$ cat config.mk
export PLATFORM = sky130hd
export DESIGN_NAME = apb_request_arbiter
export DESIGN_NICKNAME = d
export VERILOG_FILES = /design/src/rtl/apb_request_arbiter.sv
export SDC_FILE = /design/constraint.sdc
export NUM_CORES = 1
export LEC_CHECK = 0
export ABC_AREA = 1
export CELL_PAD_IN_SITES_DETAIL_PLACEMENT = 0
export CELL_PAD_IN_SITES_GLOBAL_PLACEMENT = 1
export CORE_ASPECT_RATIO = 1.25
export CORE_MARGIN = 2
export CORE_UTILIZATION = 31
export DETAILED_ROUTE_END_ITERATION = 16
export PLACE_DENSITY = 0.89
export SYNTH_ARGS = -nofsm -noshare
export SYNTH_HDL_FRONTEND = slang
export SYNTH_SLANG_ARGS = --single-unit
$ cat constraint.sdc
create_clock -name sys_clk -period 4.3 [get_ports sys_clk]
set_clock_uncertainty 0.15 [all_clocks]
set_input_delay 0.86 -clock sys_clk [delete_from_list [all_inputs] [get_ports sys_clk]]
set_output_delay 0.86 -clock sys_clk [all_outputs]
set_load 0.02 [all_outputs]
$ cat src/rtl/apb_request_arbiter.sv
// Round-robin arbiter that serialises NUM_REQ requesters onto one APB master/SRAM
// interface, holding each transfer for a fixed SETUP + ACCESS window.
module apb_request_arbiter #(
  parameter int NUM_REQ     = 4,
  parameter int XFER_CYCLES = 2,
  parameter int AW          = 8,
  parameter int DW          = 8
) (
  input  logic                  sys_clk,
  input  logic                  sys_reset,
  input  logic [NUM_REQ-1:0]    req,
  input  logic [NUM_REQ-1:0]    req_rw,
  input  logic [NUM_REQ*AW-1:0] req_addr,
  input  logic [NUM_REQ*DW-1:0] req_wdata,
  output logic [NUM_REQ-1:0]    ack,
  output logic [DW-1:0]         rdata,
  output logic                  busy,
  output logic [2:0]            grant_id,
  output logic                  start_transfer,
  output logic                  rw_mode,
  output logic [DW-1:0]         master_wdata,
  output logic [AW-1:0]         master_waddr,
  output logic [AW-1:0]         master_raddr,
  output logic                  slave_write_enable,
  input  logic [DW-1:0]         slave_rdata,
  output logic [1:0]            dbg_state
);

  localparam int CW = (XFER_CYCLES > 1) ? $clog2(XFER_CYCLES) : 1;

  typedef enum logic [1:0] {
    S_IDLE   = 2'd0,
    S_SETUP  = 2'd1,
    S_ACCESS = 2'd2,
    S_DONE   = 2'd3
  } state_t;

  state_t          r_state;
  state_t          w_next;
  logic [2:0]      r_last_grant;
  logic [2:0]      r_grant;
  logic            r_rw;
  logic [AW-1:0]   r_addr;
  logic [DW-1:0]   r_wdata;
  logic [DW-1:0]   r_rdata;
  logic [CW-1:0]   r_cnt;

  logic [7:0]      w_req8;
  logic [3:0]      w_idx;
  logic            w_found;
  logic [2:0]      w_winner;
  logic            w_access_last;

  // Rotating priority: scan starts one past the last winner and wraps.
  always_comb begin
    w_req8   = 8'(req);
    w_idx    = '0;
    w_found  = 1'b0;
    w_winner = '0;
    for (int i = 1; i <= NUM_REQ; i++) begin
      w_idx = {1'b0, r_last_grant} + 4'(i);
      if (w_idx >= 4'(NUM_REQ)) w_idx = w_idx - 4'(NUM_REQ);
      if (!w_found && w_req8[w_idx[2:0]]) begin
        w_found  = 1'b1;
        w_winner = w_idx[2:0];
      end
    end
  end

  assign w_access_last = (r_state == S_ACCESS) && (r_cnt == '0);

  always_comb begin
    w_next = r_state;
    case (r_state)
      S_IDLE:   if (w_found) w_next = S_SETUP;
      S_SETUP:  w_next = S_ACCESS;
      S_ACCESS: if (w_access_last) w_next = S_DONE;
      S_DONE:   w_next = S_IDLE;
      default:  w_next = S_IDLE;
    endcase
  end

  always_ff @(posedge sys_clk or negedge sys_reset) begin
    if (!sys_reset) begin
      r_state      <= S_IDLE;
      r_last_grant <= 3'(NUM_REQ - 1);
      r_grant      <= '0;
      r_rw         <= 1'b0;
      r_addr       <= '0;
      r_wdata      <= '0;
      r_rdata      <= '0;
      r_cnt        <= '0;
    end else begin
      r_state <= w_next;
      if (r_state == S_IDLE && w_found) begin
        r_grant <= w_winner;
        r_rw    <= req_rw[int'(w_winner)];
        r_addr  <= req_addr[int'(w_winner)*AW +: AW];
        r_wdata <= req_wdata[int'(w_winner)*DW +: DW];
      end
      if (r_state == S_SETUP) begin
        r_cnt <= CW'(XFER_CYCLES - 1);
      end else if (r_state == S_ACCESS && r_cnt != '0) begin
        r_cnt <= r_cnt - 1'b1;
      end
      // Read data is captured on the edge entering DONE so it is valid alongside ack.
      if (w_access_last && !r_rw) r_rdata <= slave_rdata;
      if (r_state == S_DONE) r_last_grant <= r_grant;
    end
  end

  always_comb begin
    ack = '0;
    for (int i = 0; i < NUM_REQ; i++) begin
      ack[i] = (r_state == S_DONE) && (r_grant == 3'(i));
    end
  end

  assign busy               = (r_state != S_IDLE);
  assign start_transfer     = (r_state == S_SETUP);
  assign slave_write_enable = r_rw && ((r_state == S_SETUP) || (r_state == S_ACCESS));
  assign rw_mode            = r_rw;
  assign master_waddr       = r_addr;
  assign master_raddr       = r_addr;
  assign master_wdata       = r_wdata;
  assign grant_id           = r_grant;
  assign rdata              = r_rdata;
  assign dbg_state          = r_state;

endmodule

# Word-level counts from Yosys, hierarchy flattened
# Cells that the tools add are included.
[totals]
register_bits = 34
in_bits = 82
elab_cells = 86
[op_classes]
n_addsub = 9
n_lt_le_gt_ge = 9
n_eq_ne = 8
shift = 2
n_mux = 27
n_bitwise = 1
reduce_logical = 22
[op_table]
columns = ["cell", "count"]
rows = [
  ["$shiftx 32x7->8", 2],
  ["$mux 3", 8],
  ["$ge 4x3->1 const B", 4],
  ["$lt 3x4->1 const B", 4],
  ["$bmux 1 s3", 4],
  ["$logic_and 1x1->1", 12],
  ["$sub 3x3->3 const B", 4],
  ["$mux 1", 11],
  ["$add 3x2->4 const B", 2],
  ["$pmux 2 s4", 1],
  ["$eq 3x2->1 const B", 2],
  ["$add 3x1->4 const B", 1],
  ["$add 3x3->4 const B", 1],
  ["$eq 2x2->1 const B", 2],
  ["$logic_not 1->1", 4],
  ["$mux 2", 2],
  ["$ne 2x2->1 const B", 2],
  ["$reduce_bool 2->1", 2],
  ["$eq 3x1->1 const B", 1],
  ["$logic_not 3->1", 1],
  ["$lt 3x3->1 const B", 1],
  ["$bmux 1 s2", 1],
  ["$eq 2x1->1 const B", 1],
  ["$logic_not 2->1", 1],
  ["4 further kinds", 4],
]

# Depth between registers and ports, before layout
[logic_depth]
ltp_word = 17
depth_mapped = 17
depth_no_buf = 16

# Worst setup path after synthesis
# No wires, ideal clock.
[synth_path]
path_kind = "reg-to-output"
from = "register r_state[1], in the netlist dbg_state[1]"
to = "output port ack[0]"
arrival_ns = 1.444
required_ns = 3.290
path_slack_ns = 1.846
path_stages_with_launch = 4
path_cell_list = "dfrtp_1 ha_1 inv_1 nor4_1"
[synth_via]
elab_chain_len = 2
[synth_rtl]
columns = ["item", "line", "text"]
rows = [
  ["from (decl)", "38", "state_t r_state;"],
  ["from (signal assigned)", "94", "r_state <= w_next;"],
  ["$eq 2x2->1", "115", "ack[i] = (r_state == S_DONE) && (r_grant == 3'(i));"],
  ["$logic_and 1x1->1", "115", ""],
  ["to (decl)", "15", "output logic [NUM_REQ-1:0] ack,"],
]
# Every way passes these cells.

# Final worst setup path
[layout_path]
from = "register r_last_grant[0]"
to = "register r_rw, in the netlist rw_mode"
[layout_via]
elab_chain_len = 17
elab_cells_between_ends = 41
cone_classes = "8 x add/sub; 4 x order compare; 22 x mux; 7 x reduce/logical"
[layout_rtl]
columns = ["item", "line", "text"]
rows = [
  ["from (decl)", "40", "logic [2:0] r_last_grant;"],
  ["from (signal assigned)", "86", "r_last_grant <= 3'(NUM_REQ - 1);"],
  ["from (signal assigned)", "108", "if (r_state == S_DONE) r_last_grant <= r_grant;"],
  ["$add 3x1->4", "61", "w_idx = {1'b0, r_last_grant} + 4'(i);"],
  ["$ge 4x3->1 or $sub 3x3->3 (tied branches)", "62", "if (w_idx >= 4'(NUM_REQ)) w_idx = w_idx - 4'(NUM_REQ);"],
  ["$mux 3", "62", ""],
  ["$bmux 1 s3", "63", "if (!w_found && w_req8[w_idx[2:0]]) begin"],
  ["$mux 1 (implied by the code)", "63", ""],
  ["$mux 1", "63", ""],
  ["$logic_not 1->1", "63", ""],
  ["$logic_and 1x1->1", "63", ""],
  ["$mux 1", "63", ""],
  ["$logic_not 1->1", "63", ""],
  ["$logic_and 1x1->1", "63", ""],
  ["$mux 1", "63", ""],
  ["$logic_not 1->1", "63", ""],
  ["$logic_and 1x1->1", "63", ""],
  ["$mux 3", "63", ""],
  ["$bmux 1 s2", "97", "r_rw <= req_rw[int'(w_winner)];"],
  ["$mux 1 (implied by the code)", "97", ""],
  ["to (signal assigned)", "97", ""],
  ["to (decl)", "42", "logic r_rw;"],
]
# Parallel ways exist; a longest one is shown, timed or not. The select of a mux whose other input is x is not followed.
# A chain may end at the register's enable or synchronous reset.

==> reports/metrics.yaml <==
p_leak_nw: 1.96
wirelength_um: 7120
synth-seq-cells: 34
syn_nets: 442
hold_buffers: 0
finalCriticalPeriod_ns: 3.33
grt_use_total_pct: 15.9
core_area_mm2: 0.00829
place_ws_ns: 0.719
root_buffer: "clkbuf_8"
internal_power_mw: 1.74
synth_warnings: 0
cts.clk_slew.worst_paths_ns: 0.08
end_kind: "flop"
grt_pass1_wl_um: 11900
start_util_pct: 32.3
async_flop_share_pct: 100
dp.cells: 558
worstPathArrival_ns: 3.35
rrSetupSlack_ns: 0.97
synth.most_common_cell: "nand2_1"
slowest_stage: "dfstp_2"
pwr-share-comb_pct: 72.2
setup_ws_ns: 0.974
place_area_mm2: 0.00391
cts_made_buffers: 5
clk_latency_ns: 0.29
cpMostUsedCell: "nand3_2"
dieHeight_um: 108
synthToLayoutAreaGrowth_pct: 51.3
grt_pass1_vias: 2561
ys.flop_type: "dfrtp_1"
antenna_found_initial: 0
critPathKind: "reg2reg"
gp_congestion: 0.783
drive_gt1_share_pct: 14.7
endpoint: "rw_mode"
rsz0062_at_grt: "no"
synthTopCellsByCount: "91 x nand2_1, 60 x inv_1, 32 x dfrtp_1, 32 x nand3_1, 23 x nand3_2"
synth_top_cell_area_share_pct: 29.9
yosysTopAreaCell: "dfrtp_1"
power_frac_clock_pct: 10.3
sw_frac_of_total_pct: 50.3
synth_edf_count: 0
max_stage_delay_ns: 0.68
drt_iter0_markers: 91
r2r_end: "rw_mode"
pwr-share-seq_pct: 17.5
reg2reg_depth: 12
drc_errors: 0
finalSetupViolCount: 0
cts_setup_buffers: 0
slew_violations: 0
synthTopCellsByArea: "dfrtp_1 30%, nand2_1 13%, nand3_2 8.6%"
drt-vias-per-instance: 4.46
powerDensity_mw_per_mm2: 864
syn_area_mm2: 0.00267
ant_nets: 0
top_level_ports: 127
insertedDiodeCount: 0
worstSetupStartpoint: "r_last_grant[0]"
worstMarginPinSlew_ns: 0.800
nets: 556
p_switching_mw: 1.76
hold_class: "reg2reg"
cts_tree: "built"
layout_worst_path_cycle_share_pct: 77.4
syn_area_per_cell_um2: 7.55
ys_seq_area_share_pct: 31.9
cp-start-kind: "flop"
worstPathRequired_ns: 4.33
cp_max_fo: 26
finish.instance_area_mm2: 0.00405
ir_drop_mv: 0.338
vias: 2523
hold_viol: 0
cts_buffer_depth: 2
first_pass_iters: 4
gr-total-overflow: 0
hpwlAfterDp_um: 5730
syn_inst: 354
cts_sinks: 34
die_w_um: 87.1
drv_cap: 0
synth.distinct_cells: 35
power_mw: 3.50
setup_tns_ns: 0
clock.fmax_mhz: 301
maxSlewHeadroom_pct: 46.6
grt_start_max_net_pins: 35
crit_path_cell_trace: "inv_8 > ha_1 > inv_1 > nand3_2 > nand3_4 > o21ai_1 > nand2_1 > nand3_2 > buf_4 > or2_1 > nand3_1 > nand3_2"
io_buffers: 126
cts.htree.levels: 2
r2r_start: "r_last_grant[0]"
cts_resized: 0
wl_per_cell_um: 12.6
finalNonFillerCells: 566
die_area_mm2: 0.00939
status: "finished, final reports clean"
rows: 37
[cell type report]
| cell class | count | area, um^2 |
|---|---|---|
| Tap cell | 97 | 121 |
| Clock buffer | 5 | 68.8 |
| Clock inverter | 3 | 68.8 |
| Inverter | 65 | 256 |
| Fill cell | 811 | 4240 |
| Multi-Input combinational cell | 233 | 1400 |
| Timing Repair Buffer | 129 | 1280 |
| Sequential cell | 34 | 853 |
[layout by cell type (no fill, tap or decap), types with 3 or more instances in the layout]
master           Yosys  final
mux2_2               8      8
ha_1                 6      6
o21ai_0              9      9
clkdlybuf4s50_1      0    125
nand2_1             91     91
nand3_2             23     23
inv_1               60     60
nand2_4              4      4
nand4_1             12     12
clkbuf_8             0      5
or2_1               18     18
nand3_1             32     32
nor2_4               3      3
nor2_1               5      5
nand2_2              7      7
buf_4               11      3
dfrtp_1             32     32
[power groups by stage]
stage          Sequential [mW]  Clock [mW]  Combinational [mW]
6_report                 0.612       0.360                2.53
5_1_grt                  0.638       0.381                2.82
4_1_cts                  0.616       0.370                2.56
3_5_place_dp             0.621           0                2.55
3_3_place_gp             0.619           0                2.50
2_1_floorplan            0.752           0                1.78
[critical path: cells and delay by family, from the launching register on]
kind / cells / cell delay (ns)
DFF: 1 / 0.68
buffers and inverters: 3 / 0.60
and+or+nand+nor: 7 / 1.32
adders and majority gates: 1 / 0.36
AOI/OAI and AO/OA: 1 / 0.08
[state kept, by name (all words and copies together) (netlist names)]
name	flops
grant_id	3
r_cnt	1
r_last_grant	3
rdata	8
dbg_state	2
master_raddr	8
master_wdata	8
rw_mode	1
[per-layer routing]
| metal | global-route usage (%) | wire (um) | vias to the layer above |
|---|---|---|---|
| met3 | 3.99 | 459 | 7 |
| met4 | 3.35 | 67 | 0 |
| met5 | 0 | 0 | - |
| met2 | 28.7 | 3670 | 78 |
| met1 | 18.6 | 2930 | 1110 |
| li1 | - | - | 1328 |
[worst min-delay path by stage]
stage                    start         endpoint  slack [ns]  cells past startpoint
3_5_place_dp   master_wdata[6]  master_wdata[6]        0.33                      2
5_1_grt        master_wdata[4]  master_wdata[4]        0.38                      2
6_report       master_wdata[6]  master_wdata[6]        0.35                      2
2_1_floorplan            r_cnt            r_cnt        0.34                      2
4_1_cts        master_wdata[7]  master_wdata[7]        0.35                      2
3_3_place_gp   master_wdata[7]  master_wdata[7]        0.33                      2
[kinds of logic after synthesis]
family          synth area share, %
compound gates                 3.51
fa+ha+maj                      2.81
buf+inv                        15.8
flops                          31.9
mux                            3.37
simple gates                   42.6
[per-stage QoR]
| step | util (%) | hold WS (ns) |
|---|---|---|
| after floorplan | - | 0.336 |
| after global placement | 47.2 | 0.327 |
| after detailed placement | 47.2 | 0.331 |
| after CTS | 48.8 | 0.349 |
| after global routing | 48.8 | 0.382 |
| final | 48.8 | 0.345 |
Note: power is estimated with default switching activity, not from simulation.
